==> config.mk <==
export PLATFORM = sky130hd
export DESIGN_NAME = if_id_buf
export DESIGN_NICKNAME = d
export VERILOG_FILES = /design/src/rtl/if_id_buf_pkg.sv /design/src/rtl/if_id_buf.sv
export SDC_FILE = /design/constraint.sdc
export NUM_CORES = 1
export LEC_CHECK = 0
export BUFFER_PORTS_ARGS = -buffer_cell sky130_fd_sc_hd__buf_2
export CAP_MARGIN = 10
export CORE_MARGIN = 3
export CORE_UTILIZATION = 56
export DETAILED_ROUTE_END_ITERATION = 12
export PLACE_DENSITY = 0.88
export REMOVE_ABC_BUFFERS = 1
export SETUP_SLACK_MARGIN = 0.4
export SYNTH_ARGS = -nofsm -noshare
export SYNTH_HDL_FRONTEND = slang
export SYNTH_SLANG_ARGS = --single-unit
==> constraint.sdc <==
create_clock -name clk -period 18.29 [get_ports clk]
set_clock_uncertainty 0.15 [all_clocks]
set_input_delay 3.658 -clock clk [delete_from_list [all_inputs] [get_ports clk]]
set_output_delay 3.658 -clock clk [all_outputs]
set_load 0.02 [all_outputs]
==> src/rtl/if_id_buf_pkg.sv <==
// Shared constants and entry type for the fetch-to-decode buffer.
// Bus widths and control encodings match the pipeline's common definitions.
package if_id_buf_pkg;

  localparam int INST_ADDR_W = 32;
  localparam int INST_W      = 32;

  localparam logic [INST_ADDR_W-1:0] ZERO_WORD = 32'h0;
  localparam logic [INST_W-1:0]      NOP_INST  = 32'h0;

  localparam logic RST_ENABLE   = 1'b1;
  localparam logic CHIP_ENABLE  = 1'b1;
  localparam logic CHIP_DISABLE = 1'b0;
  localparam logic STOP         = 1'b1;
  localparam logic NO_STOP      = 1'b0;
  localparam logic DO_FLUSH     = 1'b1;
  localparam logic NO_FLUSH     = 1'b0;

  typedef struct packed {
    logic [INST_ADDR_W-1:0] pc;
    logic [INST_W-1:0]      inst;
  } entry_t;

endpackage

==> src/rtl/if_id_buf.sv <==
// IF/ID boundary queue: captures fetched (pc, inst) pairs in order and presents
// the oldest to decode; back-pressures fetch when full, empties on flush/reset.
module if_id_buf
  import if_id_buf_pkg::*;
#(
  parameter int DEPTH = 2,
  parameter int PTR_W = $clog2(DEPTH)
) (
  input  logic                   clk,
  input  logic                   rst,
  input  logic                   if_valid,
  input  logic [INST_ADDR_W-1:0] if_pc,
  input  logic [INST_W-1:0]      if_inst,
  output logic                   if_ready,
  input  logic                   id_stall,
  input  logic                   flush,
  output logic                   id_valid,
  output logic [INST_ADDR_W-1:0] id_pc,
  output logic [INST_W-1:0]      id_inst,
  output logic [PTR_W:0]         occupancy
);

  localparam logic [PTR_W:0] FULL_CNT = (PTR_W+1)'(DEPTH);

  entry_t           mem [DEPTH];
  logic [PTR_W-1:0] wr_ptr;
  logic [PTR_W-1:0] rd_ptr;
  logic [PTR_W:0]   count;
  logic             enq;
  logic             deq;
  entry_t           head;

  // Both handshakes decode from registered count only, so no input reaches if_ready.
  assign if_ready  = (count != FULL_CNT);
  assign id_valid  = (count != '0);
  assign occupancy = count;

  assign enq = if_valid && if_ready && (flush != DO_FLUSH);
  assign deq = id_valid && (id_stall != STOP) && (flush != DO_FLUSH);

  assign head    = mem[rd_ptr];
  assign id_pc   = id_valid ? head.pc   : ZERO_WORD;
  assign id_inst = id_valid ? head.inst : NOP_INST;

  always_ff @(posedge clk) begin
    if (rst == RST_ENABLE) begin
      wr_ptr <= '0;
      rd_ptr <= '0;
      count  <= '0;
    end else if (flush == DO_FLUSH) begin
      wr_ptr <= '0;
      rd_ptr <= '0;
      count  <= '0;
    end else begin
      if (enq) wr_ptr <= wr_ptr + 1'b1;
      if (deq) rd_ptr <= rd_ptr + 1'b1;
      case ({enq, deq})
        2'b10:   count <= count + 1'b1;
        2'b01:   count <= count - 1'b1;
        default: count <= count;
      endcase
    end
  end

  // Storage is not cleared; an empty queue masks it at the outputs.
  always_ff @(posedge clk) begin
    if ((rst != RST_ENABLE) && enq) begin
      mem[wr_ptr] <= '{pc: if_pc, inst: if_inst};
    end
  end

endmodule
Word-level counts from Yosys, hierarchy flattened
Memory sizes are Yosys's and may differ from the RTL's. A register that Yosys moved wholly into a read port is not among the register bits. Cells that the tools add are included.

Register bits after elaboration: 4. RAM bits: 128. Output and inout bits: 68. Word-level logic and storage cells: 29. Memories: 1.

Memories: mem (words 2, bits a word 64, rd ports 1, clocked after memory_dff 1, wr ports 1, line if_id_buf.sv:25) `entry_t mem [DEPTH];`.

Add/sub/neg operators: 4. Equal/unequal tests: 3. Multiplexer cells: 7. Bitwise logic cells: 3. Reduce and logical (&&, ||, !) cells: 8.

Operators with widths (count): 32-bit two-way mux (2); 1-bit logical AND (5); 1-bit two-way mux (4); 2-bit case mux with 2 select lines (1); 2-bit nonzero test (2); 1-bit inverter (3); 1-bit adder (second input constant) (2); 2-bit by 1-bit adder with 2-bit output (second input constant) (1); 2-bit by 1-bit == test with 1-bit output (second input constant) (1); 2-bit == test (second input constant) (1); 2-bit != test (second input constant) (1); 2-bit OR reduction (1); 2-bit by 1-bit subtractor with 2-bit output (second input constant) (1).

Depth between registers and ports, before layout
Depth after elaboration: 6. Gate-level depth with buffers: 7. Gate-level depth less buffers: 6.

Worst setup path before layout
OpenSTA, ideal clock, no wires.

Path type: input port to flip-flop. Start point: in flush. End point: mem mem[0][0] (netlist bit), enable pin. Setup time: 0.644 ns. Data arrival time: 10.160 ns. Data required time: 17.496 ns. Slack: 7.336 ns. Stages on the path: 3. Path buffers: 1. Cell sequence: or2_2 -> clkbuf_1 -> nor4_1.

Cells in the longest elaborated chain, start to end: 5.

RTL lines: from (decl) (line if_id_buf.sv:16) `input logic flush,`; 1-bit inverter (line if_id_buf.sv:38) `assign enq = if_valid && if_ready && (flush != DO_FLUSH);`; 1-bit logical AND (line if_id_buf.sv:38); 1-bit logical AND (line if_id_buf.sv:67) `if ((rst != RST_ENABLE) && enq) begin`; 1-bit two-way mux (line if_id_buf.sv:67); 1-bit two-way mux (not written as such) (line if_id_buf.sv:68) `mem[wr_ptr] <= '{pc: if_pc, inst: if_inst};`; to (decl) (line if_id_buf.sv:25).

Every way passes these cells.

Final worst setup path
Start point: reg count[0] (netlist: occupancy[0]). End point: out id_pc[23].

Cells in the longest elaborated chain, start to end: 2.

RTL lines: from (decl) (line if_id_buf.sv:28) `logic [PTR_W:0] count;`; from (signal assigned) (line if_id_buf.sv:58) `2'b10: count <= count + 1'b1;`; from (signal assigned) (line if_id_buf.sv:59) `2'b01: count <= count - 1'b1;`; from (signal assigned) (line if_id_buf.sv:60) `default: count <= count;`; 2-bit nonzero test (line if_id_buf.sv:35) `assign id_valid = (count != '0);`; 32-bit two-way mux (line if_id_buf.sv:42) `assign id_pc = id_valid ? head.pc : ZERO_WORD;`; to (decl) (line if_id_buf.sv:18) `output logic [INST_ADDR_W-1:0] id_pc,`.

Every way passes these cells.

==> summary.txt <==
top cells by count, synth: 128 x edfxtp_1, 66 x nor2_1, 64 x mux2i_1
Cell Area, Synth: 5050 um^2
Mean Syn Cell Area: 16.8 um^2
Antenna Cells: 0
pin count of the biggest net entering global routing: 65
CTS Buffer Depth: 2
CTS buffer count: 17
post-synth cell types: 18
vias in the first global route: 2934
Core ar.: 8760 um^2
Final Max Tran Viols: 0
Antenna Nets Post-Route: 0
initial antenna violation count: 1
CP Capture Type: primary output
RSZ-0062 raised after global routing: no
Async SR Flop Fraction: 0%
slew of the pin with the lowest slew margin: 1.09 ns
Max FO, Critical Path: 37
1st-iter DRT viols: 124
grt ovf: 0
Slowest cell on crit path: nor2_4
crit path DAT: 2.20 ns
Static Leak: 2.44 nW
Seq cells post-synth: 133
sequential fraction of the synthesis area: 78.0%
die width: 101 um
Area Growth Syn to Fin: 28.2%
Tcrit/Tclk final: 32.9%
Synthesis Warnings: 0
Power Density: 114 nW/um^2
status: completed
slew margin rel.: 27.1%
Routability Congestion: 0.675
Fmax: 166 MHz
die footprint: 10200 um^2
CP Data Required Time: 14.48 ns
All-Layer GR Usage: 18.1%
final hold vios: 0
first-pass GRT wire length: 13800 um
via count: 2907
clk slew on worst S/H paths: 0.06 ns
setup ws final: 12.28 ns
Resize count post-CTS: 0
Chip Height: 101 um
Setup WS pre-CTS: 12.67 ns
Detailed Route WL: 8990 um
Yosys top cell area share: 76.1%
drt via density: 5.16
Yosys top cell by area: edfxtp_1
CP Launch Type: flip-flop
layout cells sized above 1: 38.2%
WL per Instance: 16.0 um
Post-CTS Setup Repair Bufs: 0
DR pass1 iterations: 4
WS Path Type: flip-flop to primary output
Rows: 34
CP delay by family, top: simple AND/OR/NAND/NOR gates
Clock Latency Late Sink: 0.50 ns
Peak VDD IR: 0.0000713 V
clk sinks: 133
Slowest Stage Delay on Critical Path: 0.56 ns
Max Cap Violations: 0
htree depth: 4
clock root cell: clkbuf_8
hpwl dp: 5550 um
# port buffers: 136
Top FF cell, synth: edfxtp_1
final setup fails: 0
number of synthesized flops with an enable pin: 128
hold buffers post-CTS: 0
crit-path cells: nor2_4 > buf_4 > nor2_1 > buf_2
NumNets Final: 514
post-route setup TNS: 0 ns
IO Count: 137
CTS tree: done
cell with the most instances after synthesis: edfxtp_1
Initial Util: 57.7%
DRC: 0
Mapped Cells: 301
CP bufs+invs: 2
ranking of synthesized cells by area: edfxtp_1 76%, mux2i_1 13%, nor2_1 4.9%, dfxtp_1 2.0%, buf_4 0.89%
Hold Crit Class: flip-flop to flip-flop
fin crit period: 6.01 ns
-- tightest hold or removal path, delay by kind of cell, from the launching register on --
family / cells / cell delay (ns)
AOI/OAI and AO/OA: 2 / 0.14
DFF: 1 / 0.34
-- power breakdown --
part           internal, W  switching (W)  total [W]
Combinational    0.0000124      0.0000197  0.0000322
Clock             0.000247       0.000118   0.000365
Sequential        0.000340     0.00000246   0.000343
Total             0.000600       0.000140   0.000740
-- layout by cell type (no fill, tap or decap), drive strengths merged --
cell type / n
clkinv: 6
bufinv: 6
or2: 1
clkinvlp: 1
mux2i: 64
o21ai: 3
dfxtp: 5
a21oi: 4
edfxtp: 128
ha: 1
buf: 139
nor2b: 1
xor2: 1
nor3: 1
or3: 4
nor2: 66
nor4: 2
clkbuf: 17
xnor2: 1
inv: 4
-- logic make-up (layout without fill, tap and decap cells) --
| family | count (synthesis) | count (layout) | share of synthesized area [%] |
|---|---|---|---|
| DFF | 133 | 133 | 78.0 |
| buffers and inverters | 19 | 173 | 2.01 |
| adders and majority gates | 1 | 1 | 0.248 |
| muxes | 64 | 64 | 12.7 |
| and+or+nand+nor | 75 | 75 | 5.99 |
| AOI/OAI and AO/OA | 7 | 7 | 0.693 |
| xor gates and xnor gates | 2 | 2 | 0.347 |
-- final cells by class --
| class | count | area, um^2 |
|---|---|---|
| Clock buffer | 17 | 414 |
| Clock inverter | 13 | 233 |
| Fill cell | 553 | 2290 |
| Inverter | 4 | 15.0 |
| Multi-Input combinational cell | 149 | 1030 |
| Sequential cell | 133 | 3950 |
| Tap cell | 108 | 135 |
| Timing Repair Buffer | 139 | 703 |
-- final timing paths --
| check | startpoint | endpoint | slack [ns] | cells past startpoint |
|---|---|---|---|---|
| setup / recovery | occupancy[0] | id_pc[23] | 12.28 | 4 |
| hold / removal | wr_ptr | wr_ptr | 0.37 | 2 |
| setup reg to reg | occupancy[0] | occupancy[1] | 15.71 | 6 |
| hold reg to reg | wr_ptr | wr_ptr | 0.37 | 2 |
-- registers in the layout, summed over array words and instances, names as in the netlist, named ones only --
register   flops
mem          128
wr_ptr         1
occupancy      2
rd_ptr         1
-- through the flow --
| step | hold WS, ns | cell area, um^2 | utilization [%] | instances | power [W] |
|---|---|---|---|---|---|
| after global routing | 0.407 | 6480 | 73.9 | 563 | 0.000766 |
| final | 0.374 | 6480 | 73.9 | 563 | 0.000740 |
| after floorplan | 0.321 | 4970 | - | 286 | 0.000366 |
| after global placement | 0.350 | 5830 | 66.5 | 533 | 0.000380 |
| after detailed placement | 0.365 | 5830 | 66.5 | 533 | 0.000381 |
| after CTS | 0.373 | 6480 | 73.9 | 563 | 0.000748 |
-- routing by layer --
metal / wire length, um / global-route usage [%]
met5: 13 / 0
met4: 83 / 7.06
met3: 593 / 5.67
met2: 4650 / 29.8
met1: 3650 / 22.6
Power figures use the tool's default switching activity.
